`src/rtl/onewire_pkg.sv`:
```
// Shared definitions for the 1-Wire slave layers: ROM command codes,
// ROM-layer state encoding and the ID byte selector.
package onewire_pkg;

  localparam logic [7:0] CMD_READ_ROM  = 8'h33;
  localparam logic [7:0] CMD_MATCH_ROM = 8'h55;
  localparam logic [7:0] CMD_SKIP_ROM  = 8'hCC;

  localparam int unsigned ID_BYTES = 8;

  typedef enum logic [2:0] {
    ST_IDLE       = 3'd0,
    ST_ROM_CMD    = 3'd1,
    ST_READ_ROM   = 3'd2,
    ST_MATCH_ROM  = 3'd3,
    ST_SELECTED   = 3'd4,
    ST_DESELECTED = 3'd5
  } rom_state_t;

  // Byte 0 is the family code and goes out first on the wire.
  function automatic logic [7:0] id_byte(input logic [63:0] id, input logic [2:0] idx);
    return id[{idx, 3'b000} +: 8];
  endfunction

endpackage

```
`src/rtl/onewire_edge_detect.sv`:
```
// Registered rising-edge detector: one-cycle pulse the cycle after a level rises.
module onewire_edge_detect
  import onewire_pkg::*;
(
  input  logic clk,
  input  logic reset,
  input  logic level,
  output logic pulse
);

  logic level_r;
  logic pulse_r;

  // Delay the level once and flag the 0->1 transition a cycle later.
  always_ff @(posedge clk) begin
    if (reset) begin
      level_r <= 1'b0;
      pulse_r <= 1'b0;
    end else begin
      level_r <= level;
      pulse_r <= level & ~level_r;
    end
  end

  assign pulse = pulse_r;

endmodule

```
`src/rtl/onewire_rom_layer.sv`:
```
// ROM-command layer of the 1-Wire slave: decodes READ/MATCH/SKIP ROM after each
// bus reset and forwards function bytes once the device is selected.
module onewire_rom_layer
  import onewire_pkg::*;
#(
  parameter logic [63:0] ROM_ID = 64'h5A00_0000_0012_3428
) (
  input  logic       clk,
  input  logic       reset,
  input  logic       line_reset,
  input  logic [7:0] rx_byte,
  input  logic       rx_finished,
  input  logic       tx_done,
  output logic [7:0] tx_byte,
  output logic       direction,
  output logic       tx_load,
  output logic       selected,
  output logic [7:0] func_byte,
  output logic       func_valid
);

  logic       rx_ev_s;
  rom_state_t state_r;
  logic [2:0] index_r;
  logic [7:0] tx_byte_r;
  logic       direction_r;
  logic       tx_load_r;
  logic       selected_r;
  logic [7:0] func_byte_r;
  logic       func_valid_r;

  onewire_edge_detect u_rx_edge (
    .clk   (clk),
    .reset (reset),
    .level (rx_finished),
    .pulse (rx_ev_s)
  );

  // ROM-layer FSM with index counter, ID byte mux and registered outputs.
  always_ff @(posedge clk) begin
    if (reset) begin
      state_r      <= ST_IDLE;
      index_r      <= 3'd0;
      tx_byte_r    <= 8'h00;
      direction_r  <= 1'b0;
      tx_load_r    <= 1'b0;
      selected_r   <= 1'b0;
      func_byte_r  <= 8'h00;
      func_valid_r <= 1'b0;
    end else if (line_reset) begin
      // A bus reset aborts whatever was in flight, including a same-cycle event.
      state_r      <= ST_ROM_CMD;
      index_r      <= 3'd0;
      direction_r  <= 1'b0;
      tx_load_r    <= 1'b0;
      selected_r   <= 1'b0;
      func_valid_r <= 1'b0;
    end else begin
      tx_load_r    <= 1'b0;
      func_valid_r <= 1'b0;
      case (state_r)
        ST_IDLE: begin
          state_r <= ST_IDLE;
        end
        ST_ROM_CMD: begin
          if (rx_ev_s) begin
            case (rx_byte)
              CMD_READ_ROM: begin
                state_r     <= ST_READ_ROM;
                index_r     <= 3'd0;
                tx_byte_r   <= id_byte(ROM_ID, 3'd0);
                direction_r <= 1'b1;
                tx_load_r   <= 1'b1;
              end
              CMD_MATCH_ROM: begin
                state_r <= ST_MATCH_ROM;
                index_r <= 3'd0;
              end
              CMD_SKIP_ROM: begin
                state_r    <= ST_SELECTED;
                selected_r <= 1'b1;
              end
              default: begin
                state_r <= ST_DESELECTED;
              end
            endcase
          end else begin
            state_r <= ST_ROM_CMD;
          end
        end
        ST_READ_ROM: begin
          if (tx_done) begin
            if (index_r == 3'd7) begin
              state_r     <= ST_SELECTED;
              direction_r <= 1'b0;
              selected_r  <= 1'b1;
            end else begin
              index_r   <= index_r + 3'd1;
              tx_byte_r <= id_byte(ROM_ID, index_r + 3'd1);
              tx_load_r <= 1'b1;
            end
          end else begin
            state_r <= ST_READ_ROM;
          end
        end
        ST_MATCH_ROM: begin
          if (rx_ev_s) begin
            if (rx_byte != id_byte(ROM_ID, index_r)) begin
              state_r <= ST_DESELECTED;
            end else if (index_r == 3'd7) begin
              state_r    <= ST_SELECTED;
              selected_r <= 1'b1;
            end else begin
              index_r <= index_r + 3'd1;
            end
          end else begin
            state_r <= ST_MATCH_ROM;
          end
        end
        ST_SELECTED: begin
          if (rx_ev_s) begin
            func_byte_r  <= rx_byte;
            func_valid_r <= 1'b1;
          end else begin
            func_valid_r <= 1'b0;
          end
        end
        ST_DESELECTED: begin
          state_r <= ST_DESELECTED;
        end
        default: begin
          // Unreachable encodings fall back to a safe, unaddressed state.
          state_r     <= ST_IDLE;
          index_r     <= 3'd0;
          direction_r <= 1'b0;
          selected_r  <= 1'b0;
        end
      endcase
    end
  end

  assign tx_byte    = tx_byte_r;
  assign direction  = direction_r;
  assign tx_load    = tx_load_r;
  assign selected   = selected_r;
  assign func_byte  = func_byte_r;
  assign func_valid = func_valid_r;

endmodule

```
`config.mk`:
```
export PLATFORM = sky130hd
export DESIGN_NAME = onewire_rom_layer
export DESIGN_NICKNAME = d
export VERILOG_FILES = /design/src/rtl/onewire_pkg.sv /design/src/rtl/onewire_edge_detect.sv /design/src/rtl/onewire_rom_layer.sv
export SDC_FILE = /design/constraint.sdc
export NUM_CORES = 1
export LEC_CHECK = 0
export ABC_AREA = 1
export CORE_ASPECT_RATIO = 2
export CORE_MARGIN = 3
export CORE_UTILIZATION = 46
export CTS_CLUSTER_SIZE = 16
export DETAILED_ROUTE_END_ITERATION = 8
export GPL_TIMING_DRIVEN = 0
export PLACE_DENSITY_LB_ADDON = 0.1
export SLEW_MARGIN = 10
export SYNTH_ARGS = -nofsm -noshare
export SYNTH_HDL_FRONTEND = slang
export SYNTH_SLANG_ARGS = --single-unit
```
`constraint.sdc`:
```
create_clock -name clk -period 1.7 [get_ports clk]
set_clock_uncertainty 0.15 [all_clocks]
set_input_delay 0.17 -clock clk [delete_from_list [all_inputs] [get_ports clk]]
set_output_delay 0.17 -clock clk [all_outputs]
set_load 0.02 [all_outputs]
```
==> metrics.yaml <==
wl_per_cell_um: 12.5
setup_viol: 14
grt_overflow: 0
period_share_pct: 112
layout-drive-gt1-share_pct: 23.1
finalPower_mw: 1.23
die_h_um: 90.4
die_x_um: 48.2
std_cell_rows: 30
muxShareOfSynthArea_pct: 0
slew_violations: 0
synth_top_area_share_pct: 31.8
ir_worst_vdd_mv: 0.481
crit_path_start_kind: "flip-flop"
final_core_util_pct: 66.1
cp_slowest_cell: "dfxtp_4"
cp-startpoint: "index_r[0]"
fmax_mhz: 528
start_util_pct: 47.9
core_area_um2: 3420
synth.most_common_cell: "nand2_1"
io_buffers: 29
synth_compound_area_share_pct: 13.7
min_path_type: "in -> reg"
multi_input_area_um2: 1050
antenna_found_initial: 0
critPathBufInv: 1
fin_ws_ps: -196
place.gp.congestion: 0.942
drc: 0
final_cells: 338
synthFlopType: "dfxtp_1"
synthTopCellsByCount: "nand2_1 (53), inv_1 (38), dfxtp_1 (26), nor2_1 (23), a21oi_1 (21)"
critPathKind: "reg -> reg"
grt_pass1_vias: 1643
root_buffer: "clkbuf_8"
io_pins: 33
grt_use_total_pct: 21.5
synth_cell_types: 31
ant_nets: 0
synth-xor-area-share_pct: 0.535
synth_edf_count: 0
n_antenna_cell: 0
synth_area_leaders: "dfxtp_1 (32%), nand2_1 (12%), inv_1 (8.7%)"
cts.sinks: 26
worstPathArrival_ps: 1910
register_area_um2: 532
critical-path-max-stage-delay_ps: 400
p_leak_nw: 0.934
critPathRequiredTime_ps: 1710
hold_viol: 0
nets: 311
drv_cap: 0
num_vias: 1702
insertion_delay_ps: 270
drtPass1Iterations: 4
globalRouteMet3Util_pct: 2.79
synthAdderAreaFrac_pct: 5.35
violations: "setup timing"
grt_max_degree: 15
cts_made_buffers: 3
r2r_setup_slack_ps: -200
synth_top_family_by_area: "simple AND/OR/NAND/NOR gates"
status: "finished with violations"
hpwlAfterDp_mm: 3.27
power_density_nw_per_um2: 547
postPlaceCellArea_um2: 2020
min_period_ps: 1900
cts_buffer_depth: 2
yosysWarnings: 0
first_iter_violations: 26
grt_use_met1_pct: 21.9
dp.cells: 325
endpoint_kind: "flip-flop"
crit_fanout: 7
syn_avg_cell_area_um2: 6.63
met2_usage_pct: 37.6
synthToLayoutAreaGrowth_pct: 37.9
reg2reg_to: "state_r[2]"
die_area_um2: 4350
crit_end: "state_r[2]"
ys_seq_elements: 26
synthArstFlopShare_pct: 0
wl_mm: 4.22
avgViaCountPerCell: 5.04
r2r_cells: 15
cts.reportedPaths.clkPinSlew_ps: 90
worstPathCellList: "ha_4 -> ha_4 -> inv_4 -> nand2_2 -> nand2_1 -> nor2_1 -> nand2_1 -> nor2_2 -> nand3_2 -> nand2_4 -> nand2_2 -> nand2_1 -> nand2_1 -> nand2_1 -> nand2_1"
rr_startpoint: "index_r[0]"
synth_area_leader_cell: "dfxtp_1"
grt_busiest_layer: "met2"
h-tree-depth: 1
n_fill_cell: 304
cp.depth: 15
crit_family: "simple AND/OR/NAND/NOR gates"
syn-cell-area_um2: 1640
final_area_um2: 2260
grt_pass1_wl_mm: 6.98
synthCells: 247
critPathMostFrequentCell: "nand2_1"
yosys.area_share.simple_pct: 36.8
tns_ps: -2050
rsz0062_at_grt: "yes"
ys_seq_area_share_pct: 31.8
cts_tree: "done"
[registers in the layout (all words and copies together) (netlist names)]
name and cells:
tx_byte 6, u_rx_edge.level_r 1, selected 1, state_r 3
tx_load 1, direction 1, u_rx_edge.pulse 1, func_valid 1
index_r 3, func_byte 8
[worst min path at each step]
| stage | startpoint | endpoint | slack, ps | depth (start not counted) |
|---|---|---|---|---|
| 6_report | reset | u_rx_edge.level_r | 110 | 2 |
| 5_1_grt | reset | u_rx_edge.level_r | 150 | 2 |
| 4_1_cts | reset | u_rx_edge.level_r | 120 | 2 |
| 3_5_place_dp | u_rx_edge.level_r | u_rx_edge.pulse | 240 | 1 |
| 3_3_place_gp | u_rx_edge.level_r | u_rx_edge.pulse | 230 | 1 |
| 2_1_floorplan | rx_finished | u_rx_edge.level_r | 140 | 2 |
[routing by layer]
layer	vias up	routed length, um
met2	49	2350
met1	775	1550
li1	864	-
met5	-	0
met3	14	148
met4	0	175
[through the flow]
| stage | setup slack [ps] | hold WS (ps) |
|---|---|---|
| after floorplan | 4.23 | 145 |
| after global placement | -327 | 230 |
| after detailed placement | -310 | 241 |
| after CTS | -174 | 117 |
| after global routing | -346 | 147 |
| final | -196 | 108 |
[kinds of logic (layout without fill, tap and decap cells)]
| group | Yosys count | after routing |
|---|---|---|
| adders and majority gates | 7 | 7 |
| and+or+nand+nor | 122 | 122 |
| xor gates and xnor gates | 1 | 1 |
| other | 1 | 2 |
| buffers and inverters | 48 | 90 |
| DFF | 26 | 26 |
| AOI/OAI and AO/OA | 42 | 42 |
[cell type report]
cell class	count	area share, %
Sequential cell	26	23.6
Timing Repair Buffer	38	16.4
Tap cell	48	2.66
Buffer	5	1.33
Inverter	43	7.59
Multi-Input combinational cell	174	46.5
Clock buffer	4	2.00
[timing repair]
action / in CTS / in global routing
resized for setup: 21 / 18
pin swaps: 13 / 15
endpoints found under the setup margin: 13 / 16
hold buffers: 0 / 0
buffers inserted: 6 / 3
cloned: 0 / 0
[where the power goes]
| group | internal [mW] | leakage [nW] | switching [mW] |
|---|---|---|---|
| combinational | 0.0977 | 0.698 | 0.149 |
| sequential | 0.618 | 0.213 | 0.0141 |
| clock | 0.168 | 0.0228 | 0.187 |
[cells in the final DEF (no fill, tap or decap), types with 8 or more instances in the layout]
cell type,n
buf_4,8
a21oi_1,21
clkdlybuf4s50_1,29
dfxtp_1,21
inv_1,34
nor2_1,19
nand4_1,8
nand2_1,48
nand3_1,10
o21ai_0,13
nand2_2,9
Note: power is estimated with default switching activity, not from simulation.
